### src/rtl/uart_trx.sv
// Full-duplex UART: valid/ready transmitter, synchronized mid-bit receiver, FWFT RX FIFO.
// Optional macro UART_LOOPBACK_EN adds a loopback input that feeds TX back into RX internally.
module uart_trx #(
  parameter int CLK_DIV    = 868,
  parameter int DATA_BITS  = 8,
  parameter int PARITY     = 0,
  parameter int STOP_BITS  = 1,
  parameter int FIFO_DEPTH = 16
) (
  input  logic                          clk,
  input  logic                          resetn,
`ifdef UART_LOOPBACK_EN
  input  logic                          loopback,
`endif
  input  logic [DATA_BITS-1:0]          tx_data,
  input  logic                          tx_valid,
  output logic                          tx_ready,
  output logic                          uart_tx,
  input  logic                          uart_rx,
  output logic [DATA_BITS-1:0]          rx_data,
  output logic                          rx_valid,
  input  logic                          rx_ready,
  output logic [$clog2(FIFO_DEPTH):0]   rx_count,
  output logic                          frame_err,
  output logic                          parity_err,
  output logic                          rx_overrun
);

  localparam int CW = $clog2(STOP_BITS * CLK_DIV + 1);
  localparam int BW = $clog2(DATA_BITS);
  localparam int AW = $clog2(FIFO_DEPTH);

  localparam logic [CW-1:0] C_BIT_END  = CW'(CLK_DIV - 1);
  localparam logic [CW-1:0] C_HALF_END = CW'(CLK_DIV / 2 - 1);
  localparam logic [CW-1:0] C_STOP_END = CW'(STOP_BITS * CLK_DIV - 1);
  localparam logic [BW-1:0] C_LAST_BIT = BW'(DATA_BITS - 1);
  localparam logic [AW:0]   C_FULL     = (AW + 1)'(FIFO_DEPTH);
  localparam bit            HAS_PAR    = (PARITY != 0);
  localparam logic          ODD        = (PARITY == 1);

  typedef enum logic [2:0] {S_IDLE, S_START, S_DATA, S_PARITY, S_STOP} state_t;

  // ---------------- transmitter ----------------
  state_t                 r_tx_state;
  logic [CW-1:0]          r_tx_cnt;
  logic [BW-1:0]          r_tx_bit;
  logic [DATA_BITS-1:0]   r_tx_shift;
  logic                   r_tx_par;
  logic                   r_tx;
  logic                   r_tx_ready;
  logic                   w_tx_accept;

  assign w_tx_accept = tx_valid && r_tx_ready;

  always_ff @(posedge clk) begin
    if (!resetn) begin
      r_tx_state <= S_IDLE;
      r_tx_cnt   <= '0;
      r_tx_bit   <= '0;
      r_tx_shift <= '0;
      r_tx_par   <= 1'b0;
      r_tx       <= 1'b1;
      r_tx_ready <= 1'b1;
    end else begin
      case (r_tx_state)
        S_IDLE: begin
          if (w_tx_accept) begin
            r_tx_shift <= tx_data;
            r_tx_par   <= (^tx_data) ^ ODD;
            r_tx       <= 1'b0;
            r_tx_ready <= 1'b0;
            r_tx_cnt   <= '0;
            r_tx_bit   <= '0;
            r_tx_state <= S_START;
          end
        end
        S_START: begin
          if (r_tx_cnt == C_BIT_END) begin
            r_tx_cnt   <= '0;
            r_tx       <= r_tx_shift[0];
            r_tx_shift <= r_tx_shift >> 1;
            r_tx_state <= S_DATA;
          end else begin
            r_tx_cnt <= r_tx_cnt + 1'b1;
          end
        end
        S_DATA: begin
          if (r_tx_cnt == C_BIT_END) begin
            r_tx_cnt <= '0;
            if (r_tx_bit == C_LAST_BIT) begin
              if (HAS_PAR) begin
                r_tx       <= r_tx_par;
                r_tx_state <= S_PARITY;
              end else begin
                r_tx       <= 1'b1;
                r_tx_state <= S_STOP;
              end
            end else begin
              r_tx       <= r_tx_shift[0];
              r_tx_shift <= r_tx_shift >> 1;
              r_tx_bit   <= r_tx_bit + 1'b1;
            end
          end else begin
            r_tx_cnt <= r_tx_cnt + 1'b1;
          end
        end
        S_PARITY: begin
          if (r_tx_cnt == C_BIT_END) begin
            r_tx_cnt   <= '0;
            r_tx       <= 1'b1;
            r_tx_state <= S_STOP;
          end else begin
            r_tx_cnt <= r_tx_cnt + 1'b1;
          end
        end
        S_STOP: begin
          // Stop time covers all stop bits in one count
          if (r_tx_cnt == C_STOP_END) begin
            r_tx_cnt   <= '0;
            r_tx_ready <= 1'b1;
            r_tx_state <= S_IDLE;
          end else begin
            r_tx_cnt <= r_tx_cnt + 1'b1;
          end
        end
        default: r_tx_state <= S_IDLE;
      endcase
    end
  end

  // ---------------- receiver ----------------
  logic                   w_rx_in;
  logic                   r_rx_s1;
  logic                   r_rx_s2;
  state_t                 r_rx_state;
  logic [CW-1:0]          r_rx_cnt;
  logic [BW-1:0]          r_rx_bit;
  logic [DATA_BITS-1:0]   r_rx_shift;
  logic                   r_rx_par_bit;
  logic                   r_rx_armed;
  logic                   r_push;
  logic [DATA_BITS-1:0]   r_push_data;
  logic                   r_frame_err;
  logic                   r_parity_err;
  logic                   w_par_bad;

`ifdef UART_LOOPBACK_EN
  assign w_rx_in = loopback ? r_tx : uart_rx;
  assign uart_tx = r_tx | loopback;
`else
  assign w_rx_in = uart_rx;
  assign uart_tx = r_tx;
`endif

  always_ff @(posedge clk) begin
    if (!resetn) begin
      r_rx_s1 <= 1'b1;
      r_rx_s2 <= 1'b1;
    end else begin
      r_rx_s1 <= w_rx_in;
      r_rx_s2 <= r_rx_s1;
    end
  end

  assign w_par_bad = HAS_PAR && (((^r_rx_shift) ^ r_rx_par_bit) != ODD);

  always_ff @(posedge clk) begin
    if (!resetn) begin
      r_rx_state   <= S_IDLE;
      r_rx_cnt     <= '0;
      r_rx_bit     <= '0;
      r_rx_shift   <= '0;
      r_rx_par_bit <= 1'b0;
      r_rx_armed   <= 1'b1;
      r_push       <= 1'b0;
      r_push_data  <= '0;
      r_frame_err  <= 1'b0;
      r_parity_err <= 1'b0;
    end else begin
      r_push       <= 1'b0;
      r_frame_err  <= 1'b0;
      r_parity_err <= 1'b0;
      case (r_rx_state)
        S_IDLE: begin
          // After a framing error the line must return high before a new start is honoured
          if (!r_rx_armed) begin
            r_rx_armed <= r_rx_s2;
          end else if (!r_rx_s2) begin
            r_rx_cnt   <= '0;
            r_rx_state <= S_START;
          end
        end
        S_START: begin
          if (r_rx_cnt == C_HALF_END) begin
            r_rx_cnt <= '0;
            r_rx_bit <= '0;
            r_rx_state <= r_rx_s2 ? S_IDLE : S_DATA;
          end else begin
            r_rx_cnt <= r_rx_cnt + 1'b1;
          end
        end
        S_DATA: begin
          if (r_rx_cnt == C_BIT_END) begin
            r_rx_cnt   <= '0;
            r_rx_shift <= {r_rx_s2, r_rx_shift[DATA_BITS-1:1]};
            if (r_rx_bit == C_LAST_BIT) begin
              r_rx_state <= HAS_PAR ? S_PARITY : S_STOP;
            end else begin
              r_rx_bit <= r_rx_bit + 1'b1;
            end
          end else begin
            r_rx_cnt <= r_rx_cnt + 1'b1;
          end
        end
        S_PARITY: begin
          if (r_rx_cnt == C_BIT_END) begin
            r_rx_cnt     <= '0;
            r_rx_par_bit <= r_rx_s2;
            r_rx_state   <= S_STOP;
          end else begin
            r_rx_cnt <= r_rx_cnt + 1'b1;
          end
        end
        S_STOP: begin
          if (r_rx_cnt == C_BIT_END) begin
            r_rx_cnt   <= '0;
            r_rx_state <= S_IDLE;
            if (!r_rx_s2) begin
              r_frame_err <= 1'b1;
              r_rx_armed  <= 1'b0;
            end else if (w_par_bad) begin
              r_parity_err <= 1'b1;
            end else begin
              r_push      <= 1'b1;
              r_push_data <= r_rx_shift;
            end
          end else begin
            r_rx_cnt <= r_rx_cnt + 1'b1;
          end
        end
        default: r_rx_state <= S_IDLE;
      endcase
    end
  end

  // ---------------- receive FIFO (first-word-fall-through) ----------------
  logic [DATA_BITS-1:0]   r_mem [FIFO_DEPTH];
  logic [AW-1:0]          r_wr_ptr;
  logic [AW-1:0]          r_rd_ptr;
  logic [AW:0]            r_count;
  logic                   r_overrun;
  logic                   w_pop;
  logic                   w_full;
  logic                   w_push;

  assign w_pop  = (r_count != '0) && rx_ready;
  assign w_full = (r_count == C_FULL);
  // A pop in the same cycle frees the slot, so a full FIFO still accepts the push
  assign w_push = r_push && (!w_full || w_pop);

  always_ff @(posedge clk) begin
    if (resetn && w_push) begin
      r_mem[r_wr_ptr] <= r_push_data;
    end
  end

  always_ff @(posedge clk) begin
    if (!resetn) begin
      r_wr_ptr  <= '0;
      r_rd_ptr  <= '0;
      r_count   <= '0;
      r_overrun <= 1'b0;
    end else begin
      r_overrun <= r_push && w_full && !w_pop;
      if (w_push) r_wr_ptr <= r_wr_ptr + 1'b1;
      if (w_pop)  r_rd_ptr <= r_rd_ptr + 1'b1;
      case ({w_push, w_pop})
        2'b10:   r_count <= r_count + 1'b1;
        2'b01:   r_count <= r_count - 1'b1;
        default: r_count <= r_count;
      endcase
    end
  end

  assign tx_ready   = r_tx_ready;
  assign rx_data    = r_mem[r_rd_ptr];
  assign rx_valid   = (r_count != '0);
  assign rx_count   = r_count;
  assign frame_err  = r_frame_err;
  assign parity_err = r_parity_err;
  assign rx_overrun = r_overrun;

endmodule

### config.mk
export PLATFORM = sky130hd
export DESIGN_NAME = uart_trx
export DESIGN_NICKNAME = d
export VERILOG_FILES = /design/src/rtl/uart_trx.sv
export SDC_FILE = /design/constraint.sdc
export NUM_CORES = 1
export LEC_CHECK = 0
export CAP_MARGIN = 30
export CORE_MARGIN = 2
export CORE_UTILIZATION = 48
export DETAILED_ROUTE_END_ITERATION = 12
export GPL_TIMING_DRIVEN = 1
export PLACE_DENSITY = 0.68
export SYNTH_ARGS = -nofsm -noshare
export SYNTH_HDL_FRONTEND = slang
export SYNTH_SLANG_ARGS = --single-unit
### constraint.sdc
create_clock -name clk -period 2.3 [get_ports clk]
set_input_delay 0.46 -clock clk [delete_from_list [all_inputs] [get_ports clk]]
set_output_delay 0.46 -clock clk [all_outputs]
set_load 0.05 [all_outputs]
==> reports/qor.csv, run 1 <==
stage;metric;value;unit
status;run_status;finished with violations;
status;violations;setup timing;
synth;combinational_family_with_the_most_area_after_synthesis;multiplexers;
sta;fin_worst_skew;0.00900;ns
synth;syn_area;8600;um2
synth;main_area_contributors_after_synthesis;sky130_fd_sc_hd__edfxtp_1, sky130_fd_sc_hd__dfxtp_1, sky130_fd_sc_hd__mux4_2, sky130_fd_sc_hd__nor2_1, sky130_fd_sc_hd__mux2i_1;
drt;drcViolationCount;0;
global_route;grt_overflow;0;
sta;finalCritPeriodShare;1.20;
sta;worst_slew_pin_slew;0.898;ns
power_and_ir_drop;cellPowerDensity;957;nW/um2
synth;cells_after_synthesis;611;
clock_tree;cts_sinks;209;
synth;synth_largest_type_area_fraction;0.447;
synth;synth_xor_area_frac;0.0214;
synth;yosys_most_used_dff;sky130_fd_sc_hd__edfxtp_1;
drt;routed-via-count;5057;
power_and_ir_drop;total_switching_power;2650;uW
power_and_ir_drop;pwr-share-clk;0.340;
drt;met3WireLength;774;um
synth;synth-async-reset-ratio;0;
sta;final.setup.tns;-3.45;ns
sta;final_count_of_negative_setup_slack_endpoints;8;
final_layout;layout-drive-gt1-share;0.203;
critical_path;worst-endpoint-arrival;2.29;ns
clock_tree;path_clk_slew;0.06;ns
placed_design;gpl.final_weighted_congestion;0.860;
global_route;largest_net_degree_at_the_start_of_global_routing;54;
global_route;grt_pass1_vias;5040;
synth;synth.area.mux_share;0.140;
drt;met2_length;8.27;mm
drt;drt_iter0_drc;242;
floorplan;floorplan.rows;48;
synth;syn_avg_cell_area;14.1;um2
synth;yosysWarnings;0;
synth;yosys.cell_types.count;61;
sta;report.final.slew_viol_count;0;
drt;detail_route.wirelength;16.6;mm
placed_design;io_buffers;30;
clock_tree;cts-root-buf;sky130_fd_sc_hd__clkbuf_16;
clock_tree;numCtsBuffers;22;
clock_tree;ctsHtreeMaxLevel;1;
sta;fin_ws;-0.451;ns
power_and_ir_drop;cell_internal_pwr;7090;uW
placed_design;placedInstanceArea;9430;um2
synth;synth_area_in_adders;0.0204;
final_layout;final_cell_mix;sky130_fd_sc_hd__edfxtp_1, sky130_fd_sc_hd__nor2_1, sky130_fd_sc_hd__dfxtp_1;
synth;synth_area_leader_cell;sky130_fd_sc_hd__edfxtp_1;
clock_tree;worst_skew_pair.late_latency;0.49;ns
synth;synth_enable_flop_cells;128;
final_layout;antenna_cells_inserted;0;
floorplan;floorplan.initialDensity;0.494;
floorplan;die_area;19000;um2
critical_path;critical_path.max_fanout;15;
hold_path;hold_depth;1;
floorplan;design.portCount;32;
power_and_ir_drop;swShare;0.272;
drt;top_signal_layer_used;met4;
critical_path;worst_setup_path_end_kind;output pin;
synth;synth_fp_nets;638;
final_layout;final_net_count;706;
drt;viasPerCell;5.50;
global_route;grt_first_pass_wirelength;26.6;mm
drt;detailed_routing_wirelength_on_met1;7.19;mm
placed_design;dp_hpwl;11.0;mm
final_layout;area_growth;18.3;%
critical_path;worst-r2r-cell-count;8;
power_and_ir_drop;max-vdd-ir-drop;665;uV
final_layout;num-fill-cells;1354;
floorplan;floorplan.die.height;138;um
sta;post-route-min-period;2.75;ns
critical_path;critPathRequiredTime;1.84;ns
drt;drt-wirelength-per-cell;18.1;um
power_and_ir_drop;p_seq_frac;0.430;
clock_tree;cts_tree;done;
sta;grt_setup_unrepaired;true;
job;timing.max_cap.violations;0;
final_layout;finalInstanceArea;10200;um2
power_and_ir_drop;power.combinational.fraction;0.230;
hold_path;hold_class;flip-flop to flip-flop;
drt;drt-pass1-iter-count;4;
floorplan;core-area;17400;um2
clock_tree;max-clock-path-buffers;3;
sta;report.final.hold_viol_count;0;
synth;simple_gate_portion_of_the_synthesized_area;0.111;
floorplan;die_width;138;um
sta;max_freq;0.364;GHz
synth;synth-compound-area-share;0.0538;
drt;postRouteAntennaNets;0;
sta;timing.max_slew.rel_slack;0.401;
critical_path;startpoint_type;flip-flop;
critical_path;criticalPathCategory;flip-flop to output pin;
global_route;gr-usage-all-layers;0.181;
clock_tree;cts.hold.buffers_added;0;
synth;synth-seq-area-share;0.635;
synth;number_of_storage_elements_in_the_synthesis_netlist;209;
final_layout;final_common_cell;sky130_fd_sc_hd__edfxtp_1;
global_route;antenna_found_initial;0;
power_and_ir_drop;leakage_power;0.00352;uW
## worst paths after layout
path                                               start                  endpoint  slack, ns
worst max-delay path                           flip-flop                rx_data[3]      -0.45
worst max register to register  rx_count[3]$_SDFFE_PN0P_  rx_count[4]$_SDFFE_PN0P_       0.01
worst min-delay path                  r_rx_s1$_SDFF_PN1_        r_rx_s2$_SDFF_PN1_       0.40
worst min register to register        r_rx_s1$_SDFF_PN1_        r_rx_s2$_SDFF_PN1_       0.40
## power groups by stage
stage / logic [uW] / registers, uW / clock network, uW
CTS: 2210 / 4180 / 3400
finish: 2240 / 4190 / 3310
floorplan: 1410 / 4370 / 0
global placement: 2130 / 4250 / 0
global route: 2380 / 4200 / 3530
detailed placement: 2170 / 4260 / 0
## Yosys cell counts, types with 2 or more instances
| master | n |
|---|---|
| sky130_fd_sc_hd__edfxtp_1 | 128 |
| sky130_fd_sc_hd__dfxtp_1 | 81 |
| sky130_fd_sc_hd__nor2_1 | 79 |
| sky130_fd_sc_hd__mux4_2 | 40 |
| sky130_fd_sc_hd__nand2_1 | 31 |
| sky130_fd_sc_hd__mux2i_1 | 28 |
| sky130_fd_sc_hd__nor3_1 | 18 |
| sky130_fd_sc_hd__clkbuf_1 | 17 |
| sky130_fd_sc_hd__a21oi_1 | 15 |
| sky130_fd_sc_hd__ha_1 | 14 |
| sky130_fd_sc_hd__nand3_1 | 14 |
| sky130_fd_sc_hd__nand2b_1 | 12 |
| sky130_fd_sc_hd__xor2_1 | 12 |
| sky130_fd_sc_hd__a211oi_1 | 10 |
| sky130_fd_sc_hd__xnor2_1 | 9 |
| sky130_fd_sc_hd__nand3b_1 | 7 |
| sky130_fd_sc_hd__o21ai_0 | 7 |
| sky130_fd_sc_hd__and3_1 | 6 |
| sky130_fd_sc_hd__inv_1 | 6 |
| sky130_fd_sc_hd__nand4_1 | 6 |
| sky130_fd_sc_hd__a31oi_1 | 5 |
| sky130_fd_sc_hd__buf_2 | 5 |
| sky130_fd_sc_hd__nor2b_1 | 4 |
| sky130_fd_sc_hd__o21a_1 | 4 |
| sky130_fd_sc_hd__or3_1 | 4 |
| sky130_fd_sc_hd__buf_1 | 3 |
| sky130_fd_sc_hd__nor3b_1 | 3 |
| sky130_fd_sc_hd__a22o_1 | 2 |
| sky130_fd_sc_hd__a22oi_1 | 2 |
| sky130_fd_sc_hd__and2_1 | 2 |
| sky130_fd_sc_hd__buf_4 | 2 |
| sky130_fd_sc_hd__mux2_2 | 2 |
| sky130_fd_sc_hd__nand4b_1 | 2 |
| sky130_fd_sc_hd__o211ai_1 | 2 |
| sky130_fd_sc_hd__o21ai_1 | 2 |
| sky130_fd_sc_hd__o32ai_1 | 2 |
## stage by stage
stage,setup slack (ns),power [uW],util,hold WS [ns],instances
2_1_floorplan,-0.0466,5780,-,0.386,611
3_3_place_gp,-0.167,6380,0.542,0.391,879
3_5_place_dp,-0.285,6420,0.542,0.400,879
4_1_cts,-0.484,9790,0.583,0.412,919
5_1_grt,-0.519,10100,0.584,0.430,920
6_report,-0.451,9740,0.584,0.404,920
## state kept, by name, summed over array words and instances, names as in the netlist, 3 cells and up, named ones only
name         flops
r_mem          128
r_push_data      8
r_rd_ptr         4
r_rx_bit         3
r_rx_cnt        10
r_rx_shift       8
r_rx_state       3
r_tx_bit         3
r_tx_cnt        10
r_tx_shift       8
r_tx_state       3
r_wr_ptr         4
rx_count         5
## cell families (layout without fill, tap and decap cells)
| kind of cell | after synthesis | in the layout |
|---|---|---|
| flip-flops | 209 | 209 |
| AND/OR/NAND/NOR | 196 | 196 |
| multiplexers | 70 | 70 |
| AO/OA/AOI/OAI | 65 | 65 |
| buffers and inverters | 35 | 119 |
| XOR/XNOR | 21 | 21 |
| adder cells (fa/ha/maj) | 14 | 14 |
| other | 1 | 1 |
## worst max-delay path, stage by stage, from the launching register on
cell and delay, ns:
sky130_fd_sc_hd__dfxtp_4 0.40, sky130_fd_sc_hd__buf_12 0.19, sky130_fd_sc_hd__mux4_2 0.54, sky130_fd_sc_hd__mux4_2 0.50, sky130_fd_sc_hd__buf_6 0.17
## layout make-up
cell class | count | area [um2] | area share
repair buffers | 72 | 703 | 0.0691
flip-flops and latches | 209 | 5480 | 0.538
clock buffers | 37 | 668 | 0.0657
well taps | 225 | 282 | 0.0277
multi-input cells | 367 | 3000 | 0.295
clock inverters | 3 | 18.8 | 0.00184
inverters | 7 | 26.3 | 0.00258
## per-layer routing
metal  track usage  vias up
li1              -     2451
met1         0.233     2466
met2         0.316      106
met3        0.0355       34
met4        0.0471        0
met5             0        -
## what timing repair did
item                       CTS  global route
cloned                       0             1
gates resized for setup      9             1
buffers inserted             0             0
pin swaps                    1             0
setup endpoints to repair    9            10
Note: power is estimated with default switching activity, not from simulation.
==> inputs of run 2 (changes only) <==
--- a/config.mk
+++ b/config.mk
@@ -8,6 +8,7 @@
 export CAP_MARGIN = 30
 export CORE_MARGIN = 2
 export CORE_UTILIZATION = 48
+export CTS_CLUSTER_DIAMETER = 80
 export DETAILED_ROUTE_END_ITERATION = 12
 export GPL_TIMING_DRIVEN = 1
 export PLACE_DENSITY = 0.68
==> results of run 2 <==
No change in the layout: final DEF, timing and power equal those of run 1.
